File: src/rtl/fetch_unit.sv
// Sequential instruction fetch with branch redirect and a 2-entry in-order output buffer.
// Optional FETCH_TRAP_EN adds fetch_trap and a HALT state entered on a fetched 32'hDEAD_BEEF.
module fetch_unit #(
  parameter logic [31:0] RESET_PC = 32'h0000_0100,
  parameter logic [31:0] PC_STEP  = 32'd8
) (
  input  logic        clock,
  input  logic        reset,
  output logic [31:0] PC,
  input  logic [31:0] instruction,
  input  logic        branch_taken,
  input  logic [31:0] branch_target,
  input  logic        if_ready,
  output logic        if_valid,
  output logic [31:0] if_instruction,
  output logic [31:0] if_pc
`ifdef FETCH_TRAP_EN
  ,
  output logic        fetch_trap
`endif
);

`ifdef FETCH_TRAP_EN
  typedef enum logic [1:0] {S_BOOT, S_RUN, S_HALT} state_t;
`else
  typedef enum logic {S_BOOT, S_RUN} state_t;
`endif

  state_t      r_state;
  logic [31:0] r_pc;
  logic [31:0] r_req_pc;
  logic        r_inflight;
  logic [1:0]  r_count;
  logic        r_head;
  logic [31:0] r_buf_pc  [2];
  logic [31:0] r_buf_ins [2];

  logic        w_pop;
  logic        w_push;
  logic        w_trap_hit;
  logic        w_issue;
  logic        w_tail;
  logic [1:0]  w_occ;

  assign PC       = r_pc;
  assign if_valid = (r_count != 2'd0);
  assign if_pc          = if_valid ? r_buf_pc[r_head]  : 32'h0;
  assign if_instruction = if_valid ? r_buf_ins[r_head] : 32'h0;

  assign w_pop  = if_valid & if_ready;
  assign w_tail = r_head ^ r_count[0];
  assign w_occ  = r_count + {1'b0, r_inflight};

`ifdef FETCH_TRAP_EN
  assign w_trap_hit = r_inflight & (instruction == 32'hDEAD_BEEF);
`else
  assign w_trap_hit = 1'b0;
`endif

  assign w_push = r_inflight & ~w_trap_hit;
  // Occupancy counts the in-flight word so a full buffer can never be pushed without a pop.
  assign w_issue = (r_state == S_RUN) & ~w_trap_hit &
                   ((w_occ < 2'd2) | ((w_occ == 2'd2) & w_pop));

  always_ff @(posedge clock or posedge reset) begin
    if (reset) begin
      r_state    <= S_BOOT;
      r_pc       <= RESET_PC;
      r_req_pc   <= 32'h0;
      r_inflight <= 1'b0;
      r_count    <= 2'd0;
      r_head     <= 1'b0;
`ifdef FETCH_TRAP_EN
      fetch_trap <= 1'b0;
`endif
    end else if (branch_taken) begin
      r_state    <= S_RUN;
      r_pc       <= branch_target;
      r_inflight <= 1'b0;
      r_count    <= 2'd0;
      r_head     <= 1'b0;
`ifdef FETCH_TRAP_EN
      fetch_trap <= 1'b0;
`endif
    end else begin
      if (r_state == S_BOOT)
        r_state <= S_RUN;
`ifdef FETCH_TRAP_EN
      if (w_trap_hit) begin
        r_state    <= S_HALT;
        fetch_trap <= 1'b1;
      end
`endif
      r_count    <= r_count + {1'b0, w_push} - {1'b0, w_pop};
      r_head     <= r_head ^ w_pop;
      r_inflight <= w_issue;
      if (w_issue) begin
        r_req_pc <= r_pc;
        r_pc     <= r_pc + PC_STEP;
      end
    end
  end

  // Storage has no reset; entries are only visible through the count.
  always_ff @(posedge clock) begin
    if (w_push && !branch_taken) begin
      r_buf_pc[w_tail]  <= r_req_pc;
      r_buf_ins[w_tail] <= instruction;
    end
  end

endmodule

File: config.mk
export PLATFORM = sky130hd
export DESIGN_NAME = fetch_unit
export DESIGN_NICKNAME = d
export VERILOG_FILES = /design/src/rtl/fetch_unit.sv
export SDC_FILE = /design/constraint.sdc
export NUM_CORES = 1
export LEC_CHECK = 0
export ABC_AREA = 1
export BUFFER_PORTS_ARGS = -buffer_cell sky130_fd_sc_hd__buf_2
export CAP_MARGIN = 10
export CORE_ASPECT_RATIO = 0.9
export CORE_MARGIN = 1.5
export CORE_UTILIZATION = 45
export CTS_BUF_LIST = sky130_fd_sc_hd__clkbuf_8
export CTS_CLUSTER_DIAMETER = 30
export DETAILED_ROUTE_END_ITERATION = 10
export PLACE_DENSITY = 0.79
export SLEW_MARGIN = 40
export SYNTH_ARGS = -nofsm -noshare
export SYNTH_HDL_FRONTEND = slang
export SYNTH_SLANG_ARGS = --single-unit
File: constraint.sdc
create_clock -name clock -period 5.2 [get_ports clock]
set_input_delay 0.52 -clock clock [delete_from_list [all_inputs] [get_ports clock]]
set_output_delay 0.52 -clock clock [all_outputs]
set_load 0.01 [all_outputs]
* Word-level counts from Yosys, hierarchy flattened *
Memories as Yosys holds them, arrays and structs flattened.
Index checks and enable logic that the tools add are counted.

storage, ports and cells
  register bits after elaboration = 69
  input bits = 68
  memories = 2
  word-level logic and storage cells = 34
  RAM bits = 128

operators by class
  add/sub/neg operators = 3
  reduce and logical (&&, ||, !) cells = 5
  magnitude comparators = 1
  mux-type cells = 9
  equality and inequality tests = 1
  bitwise operators = 7

memory list
  memory     depth  bits a word  rd ports  clocked after memory_dff  wr ports  line  RTL
  r_buf_ins  2      32           1         0                         1         36    logic [31:0] r_buf_ins [2];
  r_buf_pc   2      32           1         0                         1         35    logic [31:0] r_buf_pc [2];

operator list
  operator                 number
  $mux W32                 4
  $add A32 B4 Y32 const B  1
  $mux W1                  4
  $reduce_bool A2 Y1       2
  $and A1 B1 Y1            3
  $add A2 B1 Y2            1
  $eq A2 B2 Y1 const B     1
  $lt A2 B2 Y1 const B     1
  $mux W2                  1
  $reduce_and A2 Y1        1
  $sub A2 B1 Y2            1
  $xor A1 B1 Y1            2
  $logic_and A1 B1 Y1      1
  $logic_not A1 Y1         1
  $not A1 Y1               1
  $or A1 B1 Y1             1

* Depth between registers and ports, before layout *
  word-level depth = 7
  gate-level depth with buffers = 10
  mapped depth without buffers = 10

* Worst setup path after synthesis *
Ideal clock, no wire load.

  kind = input to register
  start = input port branch_taken
  end = memory r_buf_ins[0][0] (enable)
  buffers on the path = 1
  required time = 4,713 ps
  stages = 4
  data arrival time = 3,739 ps
  slack = 974 ps
  cells stage by stage = clkinv_1 clkbuf_1 nand2_1 nor2_1

on the way
  cells in the longest elaborated chain, start to end = 4

RTL lines
  element                        line  RTL
  start, declared                11    input logic branch_taken,
  $logic_not A1 Y1               106   if (w_push && !branch_taken) begin
  $logic_and A1 B1 Y1            106
  $mux W1                        106
  $mux W1 (not written as such)  108   r_buf_ins[w_tail] <= instruction;
  end, declared                  36

Every way passes these cells.

* Final worst setup path *
  start = register r_head
  end = memory r_buf_pc[0][8] (enable)

on the way
  cells in the longest elaborated chain, start to end = 1

RTL lines
  element                 line  RTL
  start, declared         34    logic r_head;
  start signal, assigned  95    r_head <= r_head ^ w_pop;
  $xor A1 B1 Y1           51    assign w_tail = r_head ^ r_count[0];
  end, declared           35

Every way passes these cells.

==> results.sh <==
export IMPL_yosys_warnings=0
export IMPL_end_kind="flip-flop"
export IMPL_startpoint_type="flip-flop"
export IMPL_cts_htree_levels=4
export IMPL_wl_um=19230
export IMPL_ios=165
export IMPL_synthTopCellsByCount="nand2_1, edfxtp_1, dfrtp_1"
export IMPL_portBuffers=164
export IMPL_synth_top_area_share=0.4529
export IMPL_fmax_mhz=324.6
export IMPL_cts_tree="built"
export IMPL_netlist_area_um2=8487
export IMPL_die_area_um2=19690
export IMPL_top_layer_used="met4"
export IMPL_chipHeight_um=133.3
export IMPL_syn_avg_cell_area_um2=9.655
export IMPL_start_util=0.4611
export IMPL_rsz0062_at_grt="no"
export IMPL_fillerInstances=1613
export IMPL_drive_gt1_frac=0.2086
export IMPL_antenna_found_initial=0
export IMPL_crit_top_cell="buf_4"
export IMPL_r2r_end="r_buf_pc[0][8]$_DFFE_PP_"
export IMPL_required_ps=5310
export IMPL_first_pass_iters=5
export IMPL_grt_ovfl_total=0
export IMPL_hold_path_class="in -> async"
export IMPL_finClkSkew_ps=15.76
export IMPL_syn_inst=879
export IMPL_numCtsBuffers=17
export IMPL_fp_dieW_um=147.8
export IMPL_synth_edff_count=128
export IMPL_reg2reg_from="r_head$_DFF_PP0_"
export IMPL_grt_max_degree=66
export IMPL_worstSetupPathType="reg -> reg"
export IMPL_hold_buffers=0
export IMPL_grt_pass1_vias=5807
export IMPL_grt_usage=0.1977
export IMPL_p_leak_nw=4.487
export IMPL_ys_seq_area_frac=0.6565
export IMPL_ant_nets=0
export IMPL_r2r_setup_slack_ps=2120
export IMPL_cpPeakStageDelay_ps=740
export IMPL_postCtsSetupBuffers=0
export IMPL_yosysMostFrequentCell="nand2_1"
export IMPL_rows=47
export IMPL_worst_pin_slew_ps=756.2
export IMPL_hold_violations=0
export IMPL_grt_pass1_wl_um=30090
export IMPL_syn_nets=950
export IMPL_wl_met3_um=1512
export IMPL_drv_slew=0
export IMPL_synthFlopType="edfxtp_1"
export IMPL_fin_total_pwr_w=0.004773
export IMPL_synthDistinctLibCells=29
export IMPL_synth_seq_cells=197
export IMPL_reg2regPathDepth=6
export IMPL_crit_chain="buf_4 > xnor2_1 > inv_1 > nor2_4 > buf_16 > buf_4"
export IMPL_synthArstFlopShare=0.3503
export IMPL_regArea_um2=5573
export IMPL_period_needed_ps=3081
export IMPL_fin_crit_sh=0.5924
export IMPL_wire_per_inst_um=14.90
export IMPL_area_growth_synth_to_final_pct=17.18
export IMPL_ir_worst_vdd_uv=273.2
export IMPL_gp_congestion=0.9287
export IMPL_relSlewSlack=0.4952
export IMPL_outcome="finished, final reports clean"
export IMPL_clk_latency_ps=470
export IMPL_cts_sinks=197
export IMPL_synth_area_leader_cell="edfxtp_1"
export IMPL_drc_errors=0
export IMPL_cts_resized=0
export IMPL_dr_total_vias=6421
export IMPL_wl_met1_um=8732
export IMPL_layout_nets=1103
export IMPL_setup_viol=0
export IMPL_drv_cap=0
export IMPL_synth_area_top_cells="edfxtp_1, dfrtp_1, nand2_1"
export IMPL_clkTransAtPathRegs_ps=100
export IMPL_drtIter0Drc=486
export IMPL_cts_root_buffer="clkbuf_8"
export IMPL_cp_max_fo=38
export IMPL_coreArea_um2=18410
export IMPL_post_dp_hpwl_um=12890
export IMPL_wl_met2_um=8789
export IMPL_pwr_density_cell_nw_per_um2=480.0
export IMPL_tns_ps=0
export IMPL_multi_input_area_um2=2567
export IMPL_worstPathArrival_ps=3190
export IMPL_critPathSlowestCell="dfrtp_2"
export IMPL_via_per_inst=4.974
export IMPL_cts_max_path_buffers=2
[power breakdown]
part / internal, W / total, W / switching [W]
clock network: 0.000456 / 0.00101 / 0.000554
registers: 0.00204 / 0.00232 / 0.000273
logic: 0.000488 / 0.00145 / 0.000959
total: 0.00299 / 0.00477 / 0.00179
[critical path, delay by kind of cell (launching register included)]
family | cells | cell delay [ps]
buf+inv | 4 | 1240
flops | 1 | 740
simple gates | 1 | 460
xor+xnor | 1 | 260
[placed cells by master (no fill, tap or decap), types with 4 or more instances in the layout]
cell type,n
nand2_1,399
buf_2,164
edfxtp_1,128
dfrtp_1,67
a21oi_1,64
inv_1,43
nor2_1,39
nand3_1,36
clkbuf_8,18
o21ai_0,15
o21ai_1,10
buf_4,7
xor2_1,6
xnor2_1,6
nand3b_1,6
nor2_4,4
[cells by family (layout without fill, tap and decap cells)]
logic type | count (synthesis) | in the layout | synth area share
simple gates | 491 | 491 | 0.2285
flops | 197 | 197 | 0.6565
compound gates | 90 | 90 | 0.05440
buf+inv | 85 | 251 | 0.04334
xor+xnor | 12 | 12 | 0.01238
fa+ha+maj | 3 | 3 | 0.004423
other cells | 1 | 2 | 0.0004419
[stage by stage]
step	cell area [um2]	instances	worst slack, ps	util	hold slack, ps
6_report	9945	1291	2119	0.5403	144.4
5_1_grt	9942	1290	1944	0.5401	196.7
4_1_cts	9942	1290	2079	0.5401	153.2
3_5_place_dp	9527	1258	2080	0.5176	461.0
3_3_place_gp	9497	1257	2021	0.5159	453.0
2_1_floorplan	8487	879	974.4	-	442.4
[state kept, by name, summed over array words and instances, names as in the netlist]
| name | count |
|---|---|
| r_buf_ins | 64 |
| r_buf_pc | 64 |
| r_state | 1 |
| r_inflight | 1 |
| r_head | 1 |
| r_req_pc | 32 |
| r_count | 2 |
| PC | 32 |
[layer usage]
layer / GRT usage / up-vias
met5: 0 / -
met4: 0.04444 / 0
met3: 0.04589 / 18
met2: 0.3102 / 266
met1: 0.2815 / 2976
li1: - / 3161
[final cells by class]
cell class	count	share of cell area
Clock inverter	14	0.01686
Inverter	47	0.01799
Sequential cell	197	0.5604
Timing Repair Buffer	172	0.09059
Antenna cell	1	0.0002516
Multi-Input combinational cell	597	0.2582
Tap cell	245	0.03083
Clock buffer	18	0.02491
[how the worst max path moves through the flow]
stage / from / depth (start not counted) / end
finish: r_head$_DFF_PP0_ / 6 / r_buf_pc[0][8]$_DFFE_PP_
global route: r_head$_DFF_PP0_ / 6 / r_buf_ins[0][30]$_DFFE_PP_
CTS: r_head$_DFF_PP0_ / 6 / r_buf_ins[0][30]$_DFFE_PP_
detailed placement: r_head$_DFF_PP0_ / 6 / r_buf_pc[0][12]$_DFFE_PP_
global placement: r_head$_DFF_PP0_ / 5 / r_buf_pc[0][4]$_DFFE_PP_
floorplan: branch_taken / 4 / r_buf_ins[0][0]$_DFFE_PP_
(Power assumes the default switching activity.)
